## src/rtl/lsu_bus_if.sv

```systemverilog
// Load/store unit front end: turns one decoded memory access into a single
// req/ack bus transfer, aligning store lanes and extending load results.
module lsu_bus_if #(
  parameter int TIMEOUT = 16,
  parameter int ADDR_W  = 32
) (
  input  logic              clk,
  input  logic              rst_n,
  input  logic              acc_valid,
  input  logic              acc_load,
  input  logic [3:0]        mem_rw,
  input  logic [2:0]        funct3,
  input  logic [ADDR_W-1:0] addr,
  input  logic [31:0]       wdata,
  output logic              stall,
  output logic              done,
  output logic [31:0]       rdata,
  output logic              err,
  output logic              bus_req,
  output logic              bus_we,
  output logic [3:0]        bus_be,
  output logic [ADDR_W-1:0] bus_addr,
  output logic [31:0]       bus_wdata,
  input  logic              bus_ack,
  input  logic [31:0]       bus_rdata,
  output logic [1:0]        dbg_state
);

  // Bus handshake: bus_req stays high with address/data/enables stable until
  // the cycle bus_ack is sampled high; only one transfer is ever outstanding.
  typedef enum logic [1:0] {IDLE = 2'd0, BUS = 2'd1, DONE = 2'd2, ERR = 2'd3} state_t;

  localparam int CNT_W = $clog2(TIMEOUT);
  localparam logic [CNT_W-1:0] CNT_LAST = CNT_W'(TIMEOUT - 1);

  state_t           state, state_n;
  logic [CNT_W-1:0] cnt;
  logic             to_err;
  logic             ld_active;
  logic             ld_signed;
  logic [1:0]       ld_size;
  logic [1:0]       ld_off;

  logic [1:0]  off;
  logic        is_store, is_load, is_acc;
  logic [1:0]  size;
  logic        size_ok, aligned, legal;
  logic [3:0]  size_mask;
  logic [31:0] shifted, ext;

  // Size code: 0 byte, 1 half, 2 word.
  always_comb begin
    off       = addr[1:0];
    is_store  = (mem_rw != 4'b0000);
    is_load   = (mem_rw == 4'b0000) && acc_load;
    is_acc    = acc_valid && (is_store || is_load);
    size      = 2'd0;
    size_ok   = 1'b0;
    aligned   = 1'b1;
    size_mask = 4'b0001;
    if (is_store) begin
      case (mem_rw)
        4'b0001: begin size = 2'd0; size_ok = 1'b1; end
        4'b0011: begin size = 2'd1; size_ok = 1'b1; end
        4'b1111: begin size = 2'd2; size_ok = 1'b1; end
        default: ;
      endcase
    end else begin
      case (funct3)
        3'b000, 3'b100: begin size = 2'd0; size_ok = 1'b1; end
        3'b001, 3'b101: begin size = 2'd1; size_ok = 1'b1; end
        3'b010:         begin size = 2'd2; size_ok = 1'b1; end
        default: ;
      endcase
    end
    case (size)
      2'd1:    begin aligned = ~off[0];         size_mask = 4'b0011; end
      2'd2:    begin aligned = (off == 2'b00); size_mask = 4'b1111; end
      default: begin aligned = 1'b1;           size_mask = 4'b0001; end
    endcase
    legal = size_ok && aligned;
  end

  always_comb begin
    shifted = bus_rdata >> {ld_off, 3'b000};
    case (ld_size)
      2'd0:    ext = ld_signed ? {{24{shifted[7]}}, shifted[7:0]} : {24'b0, shifted[7:0]};
      2'd1:    ext = ld_signed ? {{16{shifted[15]}}, shifted[15:0]} : {16'b0, shifted[15:0]};
      default: ext = bus_rdata;
    endcase
  end

  always_comb begin
    state_n = state;
    case (state)
      IDLE: if (is_acc) state_n = legal ? BUS : ERR;
      BUS:  if (bus_ack || (cnt == CNT_LAST)) state_n = DONE;
      default: state_n = IDLE;
    endcase
  end

  always_ff @(posedge clk or negedge rst_n) begin
    if (!rst_n) begin
      state     <= IDLE;
      cnt       <= '0;
      to_err    <= 1'b0;
      ld_active <= 1'b0;
      ld_signed <= 1'b0;
      ld_size   <= 2'd0;
      ld_off    <= 2'd0;
      rdata     <= 32'h0;
      bus_we    <= 1'b0;
      bus_be    <= 4'b0;
      bus_addr  <= '0;
      bus_wdata <= 32'h0;
    end else begin
      state <= state_n;
      case (state)
        IDLE: begin
          cnt    <= '0;
          to_err <= 1'b0;
          if (is_acc && legal) begin
            bus_addr  <= {addr[ADDR_W-1:2], 2'b00};
            bus_we    <= is_store;
            bus_be    <= size_mask << off;
            bus_wdata <= wdata << {off, 3'b000};
            ld_active <= is_load;
            ld_signed <= ~funct3[2];
            ld_size   <= size;
            ld_off    <= off;
          end
          if (is_acc && !legal) rdata <= 32'h0;
        end
        BUS: begin
          cnt <= cnt + 1'b1;
          // An ack on the final counted cycle still completes cleanly.
          if (bus_ack) begin
            rdata <= ld_active ? ext : 32'h0;
          end else if (cnt == CNT_LAST) begin
            to_err <= 1'b1;
            rdata  <= 32'h0;
          end
        end
        default: cnt <= '0;
      endcase
    end
  end

  always_comb begin
    bus_req   = (state == BUS);
    done      = (state == DONE) || (state == ERR);
    err       = (state == ERR) || ((state == DONE) && to_err);
    stall     = rst_n && ((state == BUS) || ((state == IDLE) && is_acc));
    dbg_state = state;
  end

endmodule

```

## config.mk

```make
export PLATFORM = sky130hd
export DESIGN_NAME = lsu_bus_if
export DESIGN_NICKNAME = d
export VERILOG_FILES = /design/src/rtl/lsu_bus_if.sv
export SDC_FILE = /design/constraint.sdc
export NUM_CORES = 1
export LEC_CHECK = 0
export CELL_PAD_IN_SITES_DETAIL_PLACEMENT = 1
export CELL_PAD_IN_SITES_GLOBAL_PLACEMENT = 2
export CORE_ASPECT_RATIO = 2
export CORE_MARGIN = 5
export CORE_UTILIZATION = 27
export DETAILED_ROUTE_END_ITERATION = 7
export GPL_ROUTABILITY_DRIVEN = 0
export HOLD_SLACK_MARGIN = 0.12
export MAX_ROUTING_LAYER = met4
export PLACE_DENSITY = 0.86
export SLEW_MARGIN = 30
export SYNTH_ARGS = -nofsm -noshare
export SYNTH_HDL_FRONTEND = slang
export SYNTH_SLANG_ARGS = --single-unit
```

## constraint.sdc

```tcl
create_clock -name clk -period 3.3 [get_ports clk]
set_input_delay 0.66 -clock clk [delete_from_list [all_inputs] [get_ports clk]]
set_output_delay 0.66 -clock clk [all_outputs]
set_load 0.03 [all_outputs]
```

==> summary.md <==
| Metric | Value |
|---|---|
| CTS tree | `built` |
| Avg WL per Cell | `19.7 um` |
| Part of the power in registers | `0.323` |
| CP Launch Type | `primary input` |
| GRT Overall Usage | `0.197` |
| R2R depth | `7` |
| Overall power | `6570 uW` |
| Hold Violations, Final | `0` |
| Highest metal used | `met4` |
| Critical path capture point type | `flip-flop` |
| FMAX | `309 MHz` |
| Top delay family on crit path | `simple AND/OR/NAND/NOR gates` |
| Critical path's most frequent cell | `a221o_1` |
| Synth top cells by count | `nand2_1 (164), dfrtp_1 (112), nor2_1 (44)` |
| Layout Nets | `922` |
| Internal power | `3780 uW` |
| Antenna viol nets, final | `0` |
| Hold path depth | `1` |
| Sequential area share after synthesis | `0.531` |
| Ant. Diodes | `0` |
| CTS max path bufs | `2` |
| Initial core utilization | `0.274` |
| Root Buffer | `clkbuf_16` |
| Mean Syn Cell Area | `9.15 sq um` |
| Largest net degree at the start of global routing | `60` |
| Synth area leader | `dfrtp_1` |
| Top cell type's share of synthesized area | `0.531` |
| Setup WS pre-CTS | `-0.502 ns` |
| Clock network fraction of design power | `0.164` |
| WP buf/inv | `4` |
| Synthesized area | `5280 sq um` |
| Post-layout minimum cycle time | `3.24 ns` |
| Max VDD drop | `0.315 mV` |
| Power per cell area | `781 nW/um^2` |
| H-Tree Depth | `3` |
| Ranking of synthesized cells by area | `dfrtp_1 (53%), nand2_1 (12%), mux2i_1 (4.7%)` |
| Initial antenna violation count | `0` |
| Area Overhead vs Synth | `59.3%` |
| FF-to-FF Start | `dbg_state[1]$_DFFE_PN0P_` |
| R2R Setup Slk | `1.00 ns` |
| Critical path cell sequence | `dlygate4sd2_1 > buf_4 > and4_2 > a31oi_4 > ha_1 > a221o_1 > and3_1 > or4_4 > buf_6 > buf_16 > a221o_1` |
| P_leak | `0.00385 uW` |
| Most numerous cell in the Yosys netlist | `nand2_1` |
| Met1 wire length | `7010 um` |
| Total gr overflow | `0` |
| Reg2reg end | `rdata[27]$_DFFE_PN0P_` |
| Ys async rst share | `1.00` |
| Switching portion of total power | `0.425` |
| DR WL met3 | `881 um` |
| Tcrit/Tclk final | `0.982` |
| Fin area | `8410 sq um` |
| Number of global-route vias before repair | `6024` |
| Logic pwr share | `0.514` |
| RSZ-0062 raised after global routing | `no` |
| First-pass GRT wire length | `33100 um` |
| Crit. Startpoint | `mem_rw[3]` |
| Critical Path RT | `3.54 ns` |
| Core Util, Final | `0.436` |
| Max Cap Viol | `0` |
| Port Buffers | `212` |
| HP Start | `cnt[0]$_DFF_PN0_` |
| Vias/cell | `4.87` |
| Max transition margin | `0.456` |
| Post-Syn Instances | `577` |
| Net Sw Power | `2790 uW` |
| Worst Tran Pin Value | `0.816 ns` |
| Critical Path Fanout Max | `16` |
| Std cell rows | `72` |
| WL met2 | `12300 um` |
| CTS hold repair buffers | `0` |
| Final WL | `21200 um` |
| Die height | `208 um` |
| CTS Sinks | `112` |
| Hold Path Class | `flip-flop to flip-flop` |
| Setup CP Type | `primary input to flip-flop` |
| Die footprint | `22600 sq um` |
| Most used DFF post-synth | `dfrtp_1` |
| Pins over their slew limit | `0` |
| CP arrival | `3.48 ns` |
| # setup viols final | `0` |
| Die span in x | `109 um` |
| Post-synthesis cell type count | `45` |
| Clock transition at path regs | `0.07 ns` |
| Clk Latency, worst-skew pair | `0.36 ns` |
| DRC Markers | `0` |
| Placed cell areas | `7920 sq um` |
| Number of DRC markers in iteration 0 | `171` |
| Seq cells post-synth | `112` |
| Router iterations before antenna repair | `6` |
| Hpwl dp | `16300 um` |
| Share of layout cells above drive strength 1 | `0.105` |
| Vias | `5238` |
| Setup WS post-layout | `0.0588 ns` |
| Core footprint | `19300 sq um` |
| Fin Clk Skew | `0.00996 ns` |
| Ports | `215` |
| Status | `complete, no violations` |
| Slowest cell on crit path | `or4_4` |
| Critical Path Max Stage Delay | `0.58 ns` |
| Post-synth EDFFs | `0` |
| Count of warnings emitted by yosys | `0` |
| Total CTS buffers | `9` |
| Hold Path End | `cnt[0]$_DFF_PN0_` |
placed cells by master, fill, tap and decap left out, types with 2 or more instances in the layout:
cell type	Yosys	routed
mux2_2	2	2
nor3_1	3	2
buf_16	0	3
nor2_1	44	44
inv_1	9	8
a31oi_1	3	2
buf_6	2	5
nand2_1	164	164
and4_2	0	2
mux2i_1	25	25
clkinvlp_4	0	2
nor2b_1	11	11
ha_1	3	2
o21ai_0	26	26
a21o_1	3	3
a221o_1	24	24
dlygate4sd2_1	0	4
o21a_1	3	3
clkbuf_8	0	2
buf_12	0	6
o2bb2ai_1	7	7
conb_1	1	2
a211oi_1	8	8
a21oi_1	41	40
o31ai_1	9	9
clkdlybuf4s50_1	0	203
clkbuf_2	0	3
and3_1	3	3
clkbuf_16	0	9
dfrtp_1	112	112
and2_1	3	3
buf_4	2	39
or4_4	1	2
nand2b_1	4	4
nand3_1	9	9
state kept, by name, indices dropped and copies added, names as in the netlist:
signal,flops
dbg_state,2
bus_we,1
ld_signed,1
bus_addr,30
ld_size,2
bus_wdata,32
rdata,32
ld_active,1
cnt,4
to_err,1
ld_off,2
bus_be,4
metal layers:
layer / vias to the layer above / GRT usage
li1: 2441 / -
met1: 2593 / 0.184
met2: 157 / 0.369
met3: 47 / 0.0336
met4: 0 / 0.105
met5: - / -
worst max-delay path by stage:
stage                     depth (start not counted)  slack (ns)               endpoint
after floorplan                                  11        0.15  rdata[16]$_DFFE_PN0P_
after global placement                           12       -0.44   rdata[8]$_DFFE_PN0P_
after detailed placement                         10       -0.50   rdata[9]$_DFFE_PN0P_
after CTS                                        12       0.005  rdata[25]$_DFFE_PN0P_
after global routing                             12       0.005  rdata[27]$_DFFE_PN0P_
final                                            11        0.06  rdata[27]$_DFFE_PN0P_
power by group through the flow:
| stage | registers, uW | clock network (uW) | logic [uW] |
|---|---|---|---|
| 2_1_floorplan | 2880 | 0 | 908 |
| 3_3_place_gp | 2120 | 0 | 3090 |
| 3_5_place_dp | 2150 | 0 | 3170 |
| 5_1_grt | 2180 | 1190 | 3590 |
| 6_report | 2120 | 1070 | 3370 |
| 4_1_cts | 2130 | 1120 | 3390 |
through the flow:
step	setup TNS [ns]	instances	hold slack, ns
floorplan	0	578	0.364
global placement	-12.26	1048	0.445
detailed placement	-13.67	1048	0.459
CTS	0	1071	0.474
global route	0	1075	0.502
finish	0	1075	0.467
logic make-up (layout without fill, tap and decap cells):
kind of cell / count (synthesis) / after routing / synth area share
and+or+nand+nor: 251 / 251 / 0.200
xor gates and xnor gates: 2 / 2 / 0.00332
adders and majority gates: 3 / 3 / 0.00711
muxes: 27 / 27 / 0.0517
buffers and inverters: 51 / 289 / 0.0410
DFF: 112 / 112 / 0.531
AOI/OAI and AO/OA: 130 / 130 / 0.165
other: 1 / 2 / 0.000710
final cells by class:
type / instances / area [sq um]
Tap cell: 259 / 324
Clock inverter: 4 / 28.8
Multi-Input combinational cell: 415 / 2330
Fill cell: 2262 / 10900
Clock buffer: 12 / 256
Inverter: 9 / 33.8
Sequential cell: 112 / 2800
Timing Repair Buffer: 264 / 2640
timing repair:
| action | in CTS | in global routing |
|---|---|---|
| setup endpoints to repair | 24 | 19 |
| resized for setup | 15 | 18 |
| setup buffers | 4 | 4 |
| gates cloned | 3 | 0 |
| pin swaps | 0 | 5 |
No activity file was read; power rests on OpenSTA's default activity.
